## config.mk

```make
export PLATFORM = sky130hd
export DESIGN_NAME = bin_to_bcd_seq
export DESIGN_NICKNAME = d
export VERILOG_FILES = /design/src/rtl/bin_to_bcd_seq.sv
export SDC_FILE = /design/constraint.sdc
export NUM_CORES = 1
export LEC_CHECK = 0
export ABC_AREA = 1
export CORE_ASPECT_RATIO = 0.8
export CORE_UTILIZATION = 40
export DETAILED_ROUTE_END_ITERATION = 10
export GPL_TIMING_DRIVEN = 0
export PLACE_DENSITY = 0.65
export RECOVER_POWER = 25
export REMOVE_ABC_BUFFERS = 1
export SYNTH_ARGS = -nofsm -noshare
export SYNTH_HDL_FRONTEND = slang
export SYNTH_SLANG_ARGS = --single-unit
```

## constraint.sdc

```tcl
create_clock -name r_clk_1khz -period 2.05 [get_ports r_clk_1khz]
set_input_delay 0.5125 -clock r_clk_1khz [delete_from_list [all_inputs] [get_ports r_clk_1khz]]
set_output_delay 0.5125 -clock r_clk_1khz [all_outputs]
set_load 0.03 [all_outputs]
```

## src/rtl/bin_to_bcd_seq.sv

```systemverilog
// bin_to_bcd_seq: sequential binary-to-BCD converter feeding the 4-digit
// seven-segment driver. Accepts an unsigned value through a valid/ready
// handshake, saturates it to MAX_VAL, and converts it with shift-add-3
// (double dabble), one bit per clock. The last result is held on
// o_bcd_data / o_overflow until the next completion or reset.
//
// Optional build macro: LEADING_ZERO_BLANK_EN
//   When defined, leading zero digits of the completed result (thousands
//   down to tens, stopping at the first non-zero digit) are replaced by
//   4'hF, which the display driver shows as blank. Units never blank.
module bin_to_bcd_seq #(
  parameter int BIN_W   = 14,
  parameter int MAX_VAL = 9999
) (
  input  logic             r_clk_1khz,
  input  logic             i_reset,
  input  logic [BIN_W-1:0] i_bin,
  input  logic             i_valid,
  output logic             o_ready,
  output logic [15:0]      o_bcd_data,
  output logic             o_done,
  output logic             o_overflow
);

  localparam int               CNT_W    = (BIN_W > 1) ? $clog2(BIN_W) : 1;
  localparam logic [CNT_W-1:0] CNT_LAST = CNT_W'(BIN_W - 1);
  localparam logic [BIN_W-1:0] MAX_BIN  = BIN_W'(MAX_VAL);

  typedef enum logic {
    IDLE  = 1'b0,
    SHIFT = 1'b1
  } state_t;

  state_t           state;
  state_t           state_nxt;
  logic             accept;
  logic             last_iter;
  logic [CNT_W-1:0] cnt;
  logic [BIN_W-1:0] bin_work;
  logic [15:0]      bcd_work;
  logic             ovf_pend;
  logic [15:0]      bcd_adj;
  logic [15:0]      bcd_shift;
  logic [BIN_W-1:0] bin_shift;
  logic             sat;
  logic [BIN_W-1:0] bin_load;

  // Add 3 to every BCD digit that is 5 or more; digits are independent,
  // so no carry is allowed to ripple into the neighbouring nibble.
  function automatic logic [15:0] add3_nibbles(input logic [15:0] v);
    logic [15:0] r;
    r = v;
    for (int i = 0; i < 4; i++) begin
      if (v[4*i +: 4] >= 4'd5) begin
        r[4*i +: 4] = v[4*i +: 4] + 4'd3;
      end
    end
    return r;
  endfunction

  // Replace leading zero digits with 4'hF; the units digit is always kept.
  function automatic logic [15:0] blank_leading(input logic [15:0] v);
    logic [15:0] r;
    logic        lead;
    r    = v;
    lead = 1'b1;
    for (int i = 3; i >= 1; i--) begin
      if (lead && (v[4*i +: 4] == 4'd0)) begin
        r[4*i +: 4] = 4'hF;
      end else begin
        lead = 1'b0;
      end
    end
    return r;
  endfunction

  // Final presentation of a completed result toward the display driver.
  function automatic logic [15:0] format_result(input logic [15:0] v);
`ifdef LEADING_ZERO_BLANK_EN
    return blank_leading(v);
`else
    return v;
`endif
  endfunction

  // State register; reset returns to IDLE and aborts any conversion.
  always_ff @(posedge r_clk_1khz) begin
    if (i_reset) begin
      state <= IDLE;
    end else begin
      state <= state_nxt;
    end
  end

  // Next-state decode, handshake and end-of-conversion detection.
  always_comb begin
    state_nxt = state;
    accept    = 1'b0;
    last_iter = 1'b0;
    o_ready   = 1'b0;
    case (state)
      IDLE: begin
        o_ready = 1'b1;
        if (i_valid) begin
          accept    = 1'b1;
          state_nxt = SHIFT;
        end
      end
      SHIFT: begin
        if (cnt == '0) begin
          last_iter = 1'b1;
          state_nxt = IDLE;
        end
      end
      default: state_nxt = IDLE;
    endcase
  end

  // One double-dabble iteration: adjust digits, then shift the combined
  // {bcd, bin} register left by one, pulling the binary MSB into the units.
  always_comb begin
    bcd_adj   = add3_nibbles(bcd_work);
    bcd_shift = {bcd_adj[14:0], bin_work[BIN_W-1]};
    bin_shift = {bin_work[BIN_W-2:0], 1'b0};
    sat       = (i_bin > MAX_BIN);
    bin_load  = sat ? MAX_BIN : i_bin;
  end

  // Working registers, iteration counter and held result outputs.
  always_ff @(posedge r_clk_1khz) begin
    if (i_reset) begin
      cnt        <= '0;
      bin_work   <= '0;
      bcd_work   <= '0;
      ovf_pend   <= 1'b0;
      o_bcd_data <= 16'h0000;
      o_overflow <= 1'b0;
      o_done     <= 1'b0;
    end else begin
      o_done <= 1'b0;
      if (accept) begin
        bin_work <= bin_load;
        ovf_pend <= sat;
        bcd_work <= '0;
        cnt      <= CNT_LAST;
      end else if (state == SHIFT) begin
        bcd_work <= bcd_shift;
        bin_work <= bin_shift;
        cnt      <= cnt - CNT_W'(1);
        if (last_iter) begin
          o_bcd_data <= format_result(bcd_shift);
          o_overflow <= ovf_pend;
          o_done     <= 1'b1;
        end
      end
    end
  end

endmodule

```

Yosys cells after proc, flatten, opt, wreduce, memory -nomap -nowiden
Cells that the tools add are included.

$add $sub $neg: 5. Order comparisons: 5. Multiplexer cells: 17. Bitwise gates (word level): 2. Reductions and logical operators: 5.

Operators with widths (number): $mux 14 (3); $mux 4 (5); $ge 4x3->1 const B (4); $gt 14x14->1 const B (1); $add 4x2->4 const B (3); $mux 1 (7); $logic_not 4->1 (1); $sub 4x1->4 const B (1); $add 3x2->3 const B (1); $mux 3 (1); $reduce_and 3->1 (1); $reduce_or 3->1 (1); $not 1->1 (2); $pmux 1 s2 (1); $reduce_bool 2->1 (1); $reduce_or 2->1 (1).

Register bits after elaboration: 54. Bits of input ports: 17. Output and inout bits: 19. Logic and storage cells: 43.

Logic depth before layout (Yosys ltp)
Word-level depth: 4. Mapped depth: 10. Mapped depth without buffers: 10.

Least setup slack after synthesis
Ideal clock, no wire load.

Path type: reg2out. Start: register state. End: output port o_ready. Data arrival time: 0.778 ns. Data required time: 1.537 ns. Slack: 0.759 ns. Stages on the path, launching flop included: 4. Path buffers: 2. Cell sequence: dfxtp_1 > buf_6 > inv_4 > buf_2.

Cells in the longest elaborated chain, start to end: 1.

Ends and longest elaborated chain: start: declaration (line 34) `state_t state;`; start signal: assignment (line 91) `state <= state_nxt;`; $mux 1 (line 101) `case (state)`; end: declaration (line 19) `output logic o_ready,`.

No other way between the ends.

Worst setup path after layout
Ends and elaborated chain as after synthesis.

==> out/qor.tcl <==
set qor(grt_util_all_layers) 0.192
set qor(final-hold-violation-count) 0
set qor(ant_nets) 0
set qor(ys_async_sr_fraction) 0
set qor(outcome) {finished clean}
set qor(yosys.area.top_type) {dfxtp_1}
set qor(met3_wire_length_um) 151
set qor(synth.ff_latch_count) 54
set qor(totalWireLength_um) 5820
set qor(floorplan.initialDensity) 0.428
set qor(die_h_um) 74.2
set qor(period_share) 0.946
set qor(synthesis.yosys.warnings) 0
set qor(dr.pass1.iters) 5
set qor(rows) 25
set qor(met2_wirelength_um) 2630
set qor(htree_levels) 2
set qor(timing.critical_path.from_type) {flip-flop}
set qor(hold-path-cell-count) 2
set qor(drt-wirelength-per-cell_um) 12.1
set qor(antenna_found_initial) 0
set qor(timing.reg2reg.worst_path_depth) 6
set qor(drc) 0
set qor(place.gp.congestion) 0.791
set qor(setup_viol) 0
set qor(critical-path-max-stage-delay_ns) 0.45
set qor(placement.setup.worst_slack_ns) -1.34
set qor(p_leak_nw) 1.41
set qor(worst-r2r-setup-slack_ns) 0.23
set qor(min_period_ns) 1.94
set qor(finalClockSkew_ns) 0.00738
set qor(violation_count_after_the_first_detailed_routing_iteration) 77
set qor(syn_to_final_growth_pct) 18.9
set qor(synth_area_per_cell_um2) 7.09
set qor(finish.cell_count_without_fillers) 480
set qor(port-buffer-count) 35
set qor(ys_dominant_reg_cell) {dfxtp_1}
set qor(timing.final.ws_setup_ns) 0.111
set qor(crit_path_cell_trace) {inv_4 -> dlygate4sd2_1}
set qor(netlist_area_um2) 2610
set qor(fillers) 618
set qor(number_of_global_route_vias_before_repair) 2179
set qor(clock_tree.buffer_depth) 2
set qor(num_vias) 2294
set qor(timing.fmax_mhz) 516
set qor(critical-path-slowest-cell) {dfxtp_4}
set qor(power.density_cell_area_nw_per_um2) 731
set qor(worst_setup_path_end_kind) {output port}
set qor(die_x_um) 92.3
set qor(antenna-diode-count) 0
set qor(wire_length_of_the_first_global_routing_pass_um) 10200
set qor(critPathArrivalTime_ns) 1.43
set qor(dp_cells) 472
set qor(cts_tree) {yes}
set qor(clock_slew_at_reported_path_ffs_ns) 0.10
set qor(max_slew.worst_pin.slew_ns) 0.618
set qor(number_of_synthesized_flops_with_an_enable_pin) 0
set qor(seq_area_frac_synth) 0.414
set qor(worstSkewPairLatency_ns) 0.31
set qor(nNetsFinal) 426
set qor(vias_per_cell) 4.78
set qor(floorplan.io_pins) 36
set qor(critPathKind) {flip-flop to output port}
set qor(area_enclosed_by_the_die_boundary_um2) 6850
set qor(tritoncts.num_buffers) 5
set qor(clk_root_buffer_cell) {clkbuf_8}
set qor(placeable_core_region_um2) 6100
set qor(multi_input_logic_area_um2) 1250
set qor(rsz0062_at_grt) {false}
set qor(crit_path_max_fanout) 20
set qor(worst_slew_margin_rel) 0.588
set qor(cap_violations) 0
set qor(numClockSinks) 54
set qor(synth_top_area_share) 0.414
set qor(synth.area.top_cells) {dfxtp_1 41%, nand2_1 17%, inv_1 6.8%}
set qor(remaining_global_route_overflow) 0
set qor(critical_path_required_ns) 1.54
set qor(dp.final_hpwl_um) 3860
set qor(max_slew_violation_count) 0
set qor(drive_above_1_share) 0.0501
set qor(grt_max_degree) 29
set qor(topRoutingLayerUsed) {met4}
set qor(number_of_distinct_library_cells_after_synthesis) 28
set qor(syn_inst_count) 368
set qor(met1_length_um) 2940
set qor(holdCritPathClass) {flip-flop to flip-flop}
set qor(final-seq-area_um2) 1080
set qor(peakVddDrop_uv) 306
## cell usage in the layout, fill, tap and decap left out, drive strengths merged, types with 2 or more instances in the layout
master and n:
a21oi 22, a22oi 8, a31oi 2, clkbuf 7, clkdlybuf4s50 32, dfxtp 54
ha 10, inv 51, nand2 117, nand3 30, nand4 2, nor2 21
o21ai 30, o21bai 3
## critical path, delay by kind of cell (launching register included)
kind | cells | cell delay [ns]
buffers and inverters | 2 | 0.65
flip-flops | 1 | 0.45
## routing by layer
metal  vias to the layer above  GRT usage
met5                         -          0
met4                         0     0.0920
met3                        10     0.0368
met2                        27      0.309
met1                      1026      0.252
li1                       1231          -
## report_power, final
group	leakage [nW]	internal (mW)	switching (mW)
clock network	0.0573	0.391	0.345
registers	0.441	1.11	0.0526
logic	0.911	0.140	0.231
## timing repair
action,4_1_cts,5_1_grt
hold buffers,0,0
gates cloned,0,0
setup buffers,1,0
endpoints found under the setup margin,55,4
resized for setup,6,2
## cells by family after synthesis
kind of cell	share of synthesized area
AO/OA/AOI/OAI	0.142
buffers and inverters	0.105
AND/OR/NAND/NOR	0.287
flip-flops	0.414
XOR/XNOR	0.00336
adder cells (fa/ha/maj)	0.0480
## state kept, by name, indices dropped and copies added, names as in the netlist
register / flops
bcd_work: 16
o_bcd_data: 16
bin_work: 14
cnt: 4
o_done: 1
o_overflow: 1
ovf_pend: 1
state: 1
## worst paths after layout
kind	startpoint	end
worst max-delay path	state$_SDFF_PP0_	o_ready
worst min-delay path	ovf_pend$_SDFFE_PP0P_	o_overflow$_SDFFE_PP0P_
worst max register to register	cnt[0]$_SDFFE_PP0P_	o_bcd_data[3]$_SDFFE_PP0P_
worst min register to register	ovf_pend$_SDFFE_PP0P_	o_overflow$_SDFFE_PP0P_
## per-stage QoR
step	instance area [um2]	TNS [ns]	total power [mW]	hold WS, ns	util
6_report	3100	0	2.27	0.453	0.509
2_1_floorplan	2530	0	1.42	0.419	-
4_1_cts	3110	0	2.30	0.457	0.511
3_3_place_gp	2980	-42.26	1.55	0.431	0.489
3_5_place_dp	2980	-43.47	1.56	0.437	0.489
5_1_grt	3100	0	2.40	0.493	0.509
## area by class of cell
cell class | instances | area share
flip-flops and latches | 54 | 0.350
repair buffers | 36 | 0.115
inverters | 52 | 0.0653
multi-input cells | 250 | 0.402
clock inverters | 1 | 0.00968
clock buffers | 6 | 0.0266
well taps | 81 | 0.0327
## cell usage after synthesis (2+ instances only)
library cell  count
a31oi_1           2
nor2_1           19
clkbuf_1          4
inv_1            47
nor2_4            2
a21oi_1          22
buf_6             3
o21ai_0          23
inv_2             3
nand4_4           2
ha_1             10
o21bai_1          3
dfxtp_1          54
nand3_1          30
buf_2             4
o21ai_1           7
a22oi_1           8
nand2_1         115
Note: power is estimated with default switching activity, not from simulation.
